$ cat src/rtl/tdm_pkg.sv
`default_nettype none
// ============================================================================
// tdm_pkg : shared types and constants for the 4-slot TDM receive path
// Rev 1.0
// ============================================================================
package tdm_pkg;

    localparam int SLOT_W    = 2;
    localparam int NUM_SLOTS = 4;

    typedef enum logic [0:0] {
        HUNT = 1'b0,
        LOCK = 1'b1
    } tdm_state_e;

endpackage
`default_nettype wire

$ cat src/rtl/tdm_slot_counter.sv
`default_nettype none
// ============================================================================
// tdm_slot_counter : slot index with clear / load-to-1 / increment (wraps 3->0)
// Rev 1.0
// ============================================================================
module tdm_slot_counter
    import tdm_pkg::*;
(
    input  logic              clk,
    input  logic              rst,
    input  logic              clear,
    input  logic              load_one,
    input  logic              inc,
    output logic [SLOT_W-1:0] slot,
    output logic              last
);

    logic [SLOT_W-1:0] r_slot_q;
    logic [SLOT_W-1:0] w_slot_d;

    always_comb begin
        w_slot_d = r_slot_q;
        if (clear) begin
            w_slot_d = '0;
        end else if (load_one) begin
            w_slot_d = SLOT_W'(1);
        end else if (inc) begin
            w_slot_d = r_slot_q + SLOT_W'(1);
        end
    end

    always_ff @(posedge clk) begin
        if (rst) begin
            r_slot_q <= '0;
        end else begin
            r_slot_q <= w_slot_d;
        end
    end

    assign slot = r_slot_q;
    assign last = (r_slot_q == SLOT_W'(NUM_SLOTS - 1));

endmodule
`default_nettype wire

$ cat src/rtl/tdm_demux4.sv
`default_nettype none
// ============================================================================
// tdm_demux4 : 4-channel TDM receiver with frame alignment and sync checking
// Rev 1.0
// ============================================================================
module tdm_demux4
    import tdm_pkg::*;
#(
    parameter int WIDTH = 1
) (
    input  logic             clk,
    input  logic             rst,
    input  logic [WIDTH-1:0] din,
    input  logic             din_valid,
    input  logic             frame_sync,
    output logic [WIDTH-1:0] y0,
    output logic [WIDTH-1:0] y1,
    output logic [WIDTH-1:0] y2,
    output logic [WIDTH-1:0] y3,
    output logic [3:0]       y_valid,
    output logic             frame_done,
    output logic             sync_err,
    output logic             locked
);

    tdm_state_e        r_state_q;
    tdm_state_e        w_state_d;
    logic [WIDTH-1:0]  r_y_q [NUM_SLOTS];
    logic [WIDTH-1:0]  w_y_d [NUM_SLOTS];
    logic [3:0]        r_y_valid_q;
    logic [3:0]        w_y_valid_d;
    logic              r_frame_done_q;
    logic              w_frame_done_d;
    logic              r_sync_err_q;
    logic              w_sync_err_d;

    logic              w_cnt_clear;
    logic              w_cnt_load;
    logic              w_cnt_inc;
    logic [SLOT_W-1:0] w_slot;
    logic              w_last;

    tdm_slot_counter u_slot_counter (
        .clk      (clk),
        .rst      (rst),
        .clear    (w_cnt_clear),
        .load_one (w_cnt_load),
        .inc      (w_cnt_inc),
        .slot     (w_slot),
        .last     (w_last)
    );

    always_comb begin
        w_state_d      = r_state_q;
        w_y_d          = r_y_q;
        w_y_valid_d    = 4'b0000;
        w_frame_done_d = 1'b0;
        w_sync_err_d   = 1'b0;
        w_cnt_clear    = 1'b0;
        w_cnt_load     = 1'b0;
        w_cnt_inc      = 1'b0;

        if (din_valid) begin
            case (r_state_q)
                HUNT: begin
                    if (frame_sync) begin
                        w_y_d[0]    = din;
                        w_y_valid_d = 4'b0001;
                        w_cnt_load  = 1'b1;
                        w_state_d   = LOCK;
                    end
                end
                LOCK: begin
                    if (frame_sync) begin
                        // An early sync restarts the frame on this sample.
                        w_sync_err_d = (w_slot != '0);
                        w_y_d[0]     = din;
                        w_y_valid_d  = 4'b0001;
                        w_cnt_load   = 1'b1;
                    end else if (w_slot == '0) begin
                        w_sync_err_d = 1'b1;
                        w_cnt_clear  = 1'b1;
                        w_state_d    = HUNT;
                    end else begin
                        w_y_d[w_slot]       = din;
                        w_y_valid_d[w_slot] = 1'b1;
                        w_cnt_inc           = 1'b1;
                        w_frame_done_d      = w_last;
                    end
                end
                default: begin
                    w_state_d   = HUNT;
                    w_cnt_clear = 1'b1;
                end
            endcase
        end
    end

    always_ff @(posedge clk) begin
        if (rst) begin
            r_state_q      <= HUNT;
            r_y_q          <= '{default: '0};
            r_y_valid_q    <= 4'b0000;
            r_frame_done_q <= 1'b0;
            r_sync_err_q   <= 1'b0;
        end else begin
            r_state_q      <= w_state_d;
            r_y_q          <= w_y_d;
            r_y_valid_q    <= w_y_valid_d;
            r_frame_done_q <= w_frame_done_d;
            r_sync_err_q   <= w_sync_err_d;
        end
    end

    assign y0         = r_y_q[0];
    assign y1         = r_y_q[1];
    assign y2         = r_y_q[2];
    assign y3         = r_y_q[3];
    assign y_valid    = r_y_valid_q;
    assign frame_done = r_frame_done_q;
    assign sync_err   = r_sync_err_q;
    assign locked     = (r_state_q == LOCK);

endmodule
`default_nettype wire

$ cat config.mk
export PLATFORM = sky130hd
export DESIGN_NAME = tdm_demux4
export DESIGN_NICKNAME = d
export VERILOG_FILES = /design/src/rtl/tdm_pkg.sv /design/src/rtl/tdm_slot_counter.sv /design/src/rtl/tdm_demux4.sv
export SDC_FILE = /design/constraint.sdc
export NUM_CORES = 1
export LEC_CHECK = 0
export CELL_PAD_IN_SITES_DETAIL_PLACEMENT = 1
export CELL_PAD_IN_SITES_GLOBAL_PLACEMENT = 1
export CORE_MARGIN = 2
export CORE_UTILIZATION = 31
export DETAILED_ROUTE_END_ITERATION = 12
export GPL_TIMING_DRIVEN = 0
export HOLD_SLACK_MARGIN = 0.15
export PLACE_DENSITY = 0.81
export SLEW_MARGIN = 20
export SYNTH_ARGS = -nofsm -noshare
export SYNTH_HDL_FRONTEND = slang
export SYNTH_HIERARCHICAL = 1
export SYNTH_SLANG_ARGS = --single-unit
export TNS_END_PERCENT = 1
$ cat constraint.sdc
create_clock -name clk -period 1.46 [get_ports clk]
set_input_delay 0.292 -clock clk [delete_from_list [all_inputs] [get_ports clk]]
set_output_delay 0.292 -clock clk [all_outputs]
set_load 0.005 [all_outputs]
==> impl_metrics.tcl <==
set metrics [dict create \
    fp.coreArea_sq_um 1760 \
    io_pins 16 \
    worstSetupPathType "register to register" \
    synth_area_per_cell_sq_um 10.3 \
    crit_fanout 10 \
    synth_cells 58 \
    cts-root-buf "clkbuf_4" \
    ir_drop_v 0.000564 \
    grt_pass1_vias 488 \
    synth_area_sq_um 596 \
    cts_tree "built" \
    yosys.area.top_type "dfxtp_1" \
    seq_area_frac_synth_pct 43.7 \
    leakagePower_nw 0.365 \
    grt_max_degree 12 \
    die_w_um 47.8 \
    clock-sinks 13 \
    clk_pin_slew_ps 80 \
    synthMuxAreaShare_pct 5.04 \
    critPathLaunchType "register" \
    grt_overflow 0 \
    maxSlewViolCount 0 \
    setup_viol 0 \
    place_hpwl_um 937 \
    skew_ps 6.05 \
    whs_endpoint "y_valid[2]$_SDFF_PP0_" \
    critPathArrivalTime_ps 1570 \
    drtIter0Drc 18 \
    fin_area_sq_um 876 \
    synthAdderAreaFrac_pct 6.30 \
    insertion_delay_ps 270 \
    fin_crit_sh_pct 96.3 \
    rrSetupSlack_ps 50 \
    crit_family "flip-flops" \
    start_util_pct 33.8 \
    timing.fmax_mhz 711 \
    dr_total_vias 489 \
    max_cap_violations 0 \
    synth_edf_count 0 \
    slew_headroom_pct 80.7 \
    pre_cts_slack_ps -300 \
    power_uw 673 \
    grt_pass1_wl_um 2300 \
    p_per_area_nw_per_um2 769 \
    synth_cell_types 32 \
    outcome "finished clean" \
    finalWirelength_um 1490 \
    required_ps 1630 \
    synth_compound_area_share_pct 8.61 \
    via_per_inst 4.61 \
    r2r_start "u_slot_counter/slot[1]$_SDFFE_PP0P_" \
    h-tree-depth 1 \
    die_h_um 47.8 \
    synth-simple-area-share_pct 30.5 \
    synth_top_family_by_area "simple AND/OR/NAND/NOR gates" \
    numPortBuffers 15 \
    wl_per_cell_um 14.0 \
    antennaDiodeCount 0 \
    yosys.area_share.xor_xnor_pct 1.47 \
    clockBufferDepth 2 \
    fin_util_pct 49.6 \
    cp_slowest_cell "dfxtp_4" \
    syn_nets 66 \
    nets 90 \
    synth_top_cell_area_share_pct 43.7 \
    dieArea_sq_um 2290 \
    antenna_found_initial 0 \
    area_delta_synth_final_pct 47.1 \
    async_flop_share_pct 0 \
    critical_path_buf_inv_count 1 \
    postCtsHoldBufs 0 \
    max_stage_delay_ps 390 \
    placementRows 15 \
    hold_ws_ps 321 \
    fin_ws_ps 53.8 \
    worst_pin_slew_ps 289 \
    yosys-top-cells-area "dfxtp_1 (44%), ha_1 (6.3%), mux2i_1 (5.0%)" \
    whs_path_depth 2 \
    ys_top_cells_by_count "dfxtp_1 (13), ha_1 (3), mux2i_1 (3), nor2_1 (3)" \
    placed_area_sq_um 779 \
    synth_most_common_cell "dfxtp_1" \
    hp-class "input pin to register" \
    rsz0062_at_grt "no" \
    drtAntennaViolNets 0 \
    rr_worst_depth 6 \
    cts-buffers-inserted 3 \
    dr.pass1.iters 3 \
    synth_seq_cells 13 \
    gr-usage-all-layers_pct 14.8 \
    fillers 213 \
    place_congestion 0.812 \
    yosysWarningCount 6 \
    path_cells "or2_4, ha_4, nand3_4, inv_4, xor2_1, o21a_1" \
    drc 0 \
    regToRegEndpoint "u_slot_counter/slot[0]$_SDFFE_PP0P_" \
    worstHoldStart "frame_sync" \
    hold_violations 0 \
    setup.worst_path.end_class "register" \
    finalCriticalPeriod_ps 1410 \
    layout-drive-gt1-share_pct 29.6 \
    ys.flop_type "dfxtp_1" \
]
[state kept, by name (all words and copies together), names as in the netlist]
name                 flops
frame_done               1
locked                   1
sync_err                 1
u_slot_counter/slot      2
y0                       1
y1                       1
y2                       1
y3                       1
y_valid                  4
[cell type report]
type / count / area, sq um / area share, %
plain buffers: 1 / 7.51 / 0.857
clock buffers: 4 / 26.3 / 3.00
inverters: 3 / 13.8 / 1.57
multi-input cells: 40 / 332 / 37.9
flip-flops and latches: 13 / 273 / 31.1
well taps: 25 / 31.3 / 3.57
repair buffers: 20 / 193 / 22.0
[cell usage in the layout, fill, tap and decap left out, types with 2 or more instances in the layout]
cell | Yosys | layout
dfxtp_4 | 0 | 3
mux2i_1 | 3 | 3
dfxtp_1 | 13 | 9
dlymetal6s2s_1 | 0 | 2
clkbuf_4 | 0 | 3
nand2_1 | 2 | 2
nand3_1 | 2 | 2
buf_4 | 2 | 6
clkdlybuf4s50_1 | 0 | 13
o21ai_0 | 2 | 2
nor2_1 | 3 | 3
and3_1 | 2 | 2
nand2b_1 | 2 | 2
ha_1 | 3 | 2
[worst register-to-register path: cells and delay by family (launching register included)]
family | cells | cell delay [ps]
adder cells (fa/ha/maj) | 1 | 170
buffers and inverters | 1 | 60
AND/OR/NAND/NOR | 2 | 360
XOR/XNOR | 1 | 160
AO/OA/AOI/OAI | 1 | 160
flip-flops | 1 | 390
[worst max path at each step]
stage | cells after the start | to | from | slack (ps)
after global routing | 1 | y0 | y0$_SDFFE_PP0P_ | 0.3
final | 6 | u_slot_counter/slot[0]$_SDFFE_PP0P_ | u_slot_counter/slot[1]$_SDFFE_PP0P_ | 50
after global placement | 7 | u_slot_counter/slot[0]$_SDFFE_PP0P_ | frame_sync | -280
after floorplan | 7 | u_slot_counter/slot[0]$_SDFFE_PP0P_ | u_slot_counter/slot[1]$_SDFFE_PP0P_ | 4
after detailed placement | 7 | u_slot_counter/slot[1]$_SDFFE_PP0P_ | frame_sync | -300
after CTS | 7 | u_slot_counter/slot[0]$_SDFFE_PP0P_ | u_slot_counter/slot[1]$_SDFFE_PP0P_ | -8
[stage by stage]
stage          setup TNS [ps]  std cells
3_3_place_gp            -1520         98
5_1_grt                     0        106
4_1_cts                 -8.12        103
6_report                    0        106
2_1_floorplan               0         58
3_5_place_dp            -1700         98
[kinds of logic after synthesis]
| group | after synthesis |
|---|---|
| simple gates | 26 |
| fa+ha+maj | 3 |
| mux | 3 |
| xor+xnor | 1 |
| flops | 13 |
| buf+inv | 5 |
| compound gates | 7 |
[where the power goes]
| group | leakage (nW) | internal (mW) | switching, mW |
|---|---|---|---|
| Combinational | 0.242 | 0.0464 | 0.0394 |
| Clock | 0.0150 | 0.106 | 0.112 |
| Sequential | 0.108 | 0.360 | 0.00960 |
| Total | 0.365 | 0.512 | 0.161 |
[timing repair]
action                                  4_1_cts  5_1_grt
resized for setup                            10        5
buffers inserted                              1        4
pin swaps                                     1        2
endpoints found under the setup margin        7        4
[per-layer routing]
layer | up-vias | share of wire [%] | track usage [%]
met5 | - | 0 | 0
met4 | 0 | 0 | 4.86
met3 | 0 | 3.0 | 3.40
met2 | 11 | 53 | 24.0
met1 | 230 | 44 | 19.3
li1 | 248 | - | -
Power figures use the tool's default switching activity.
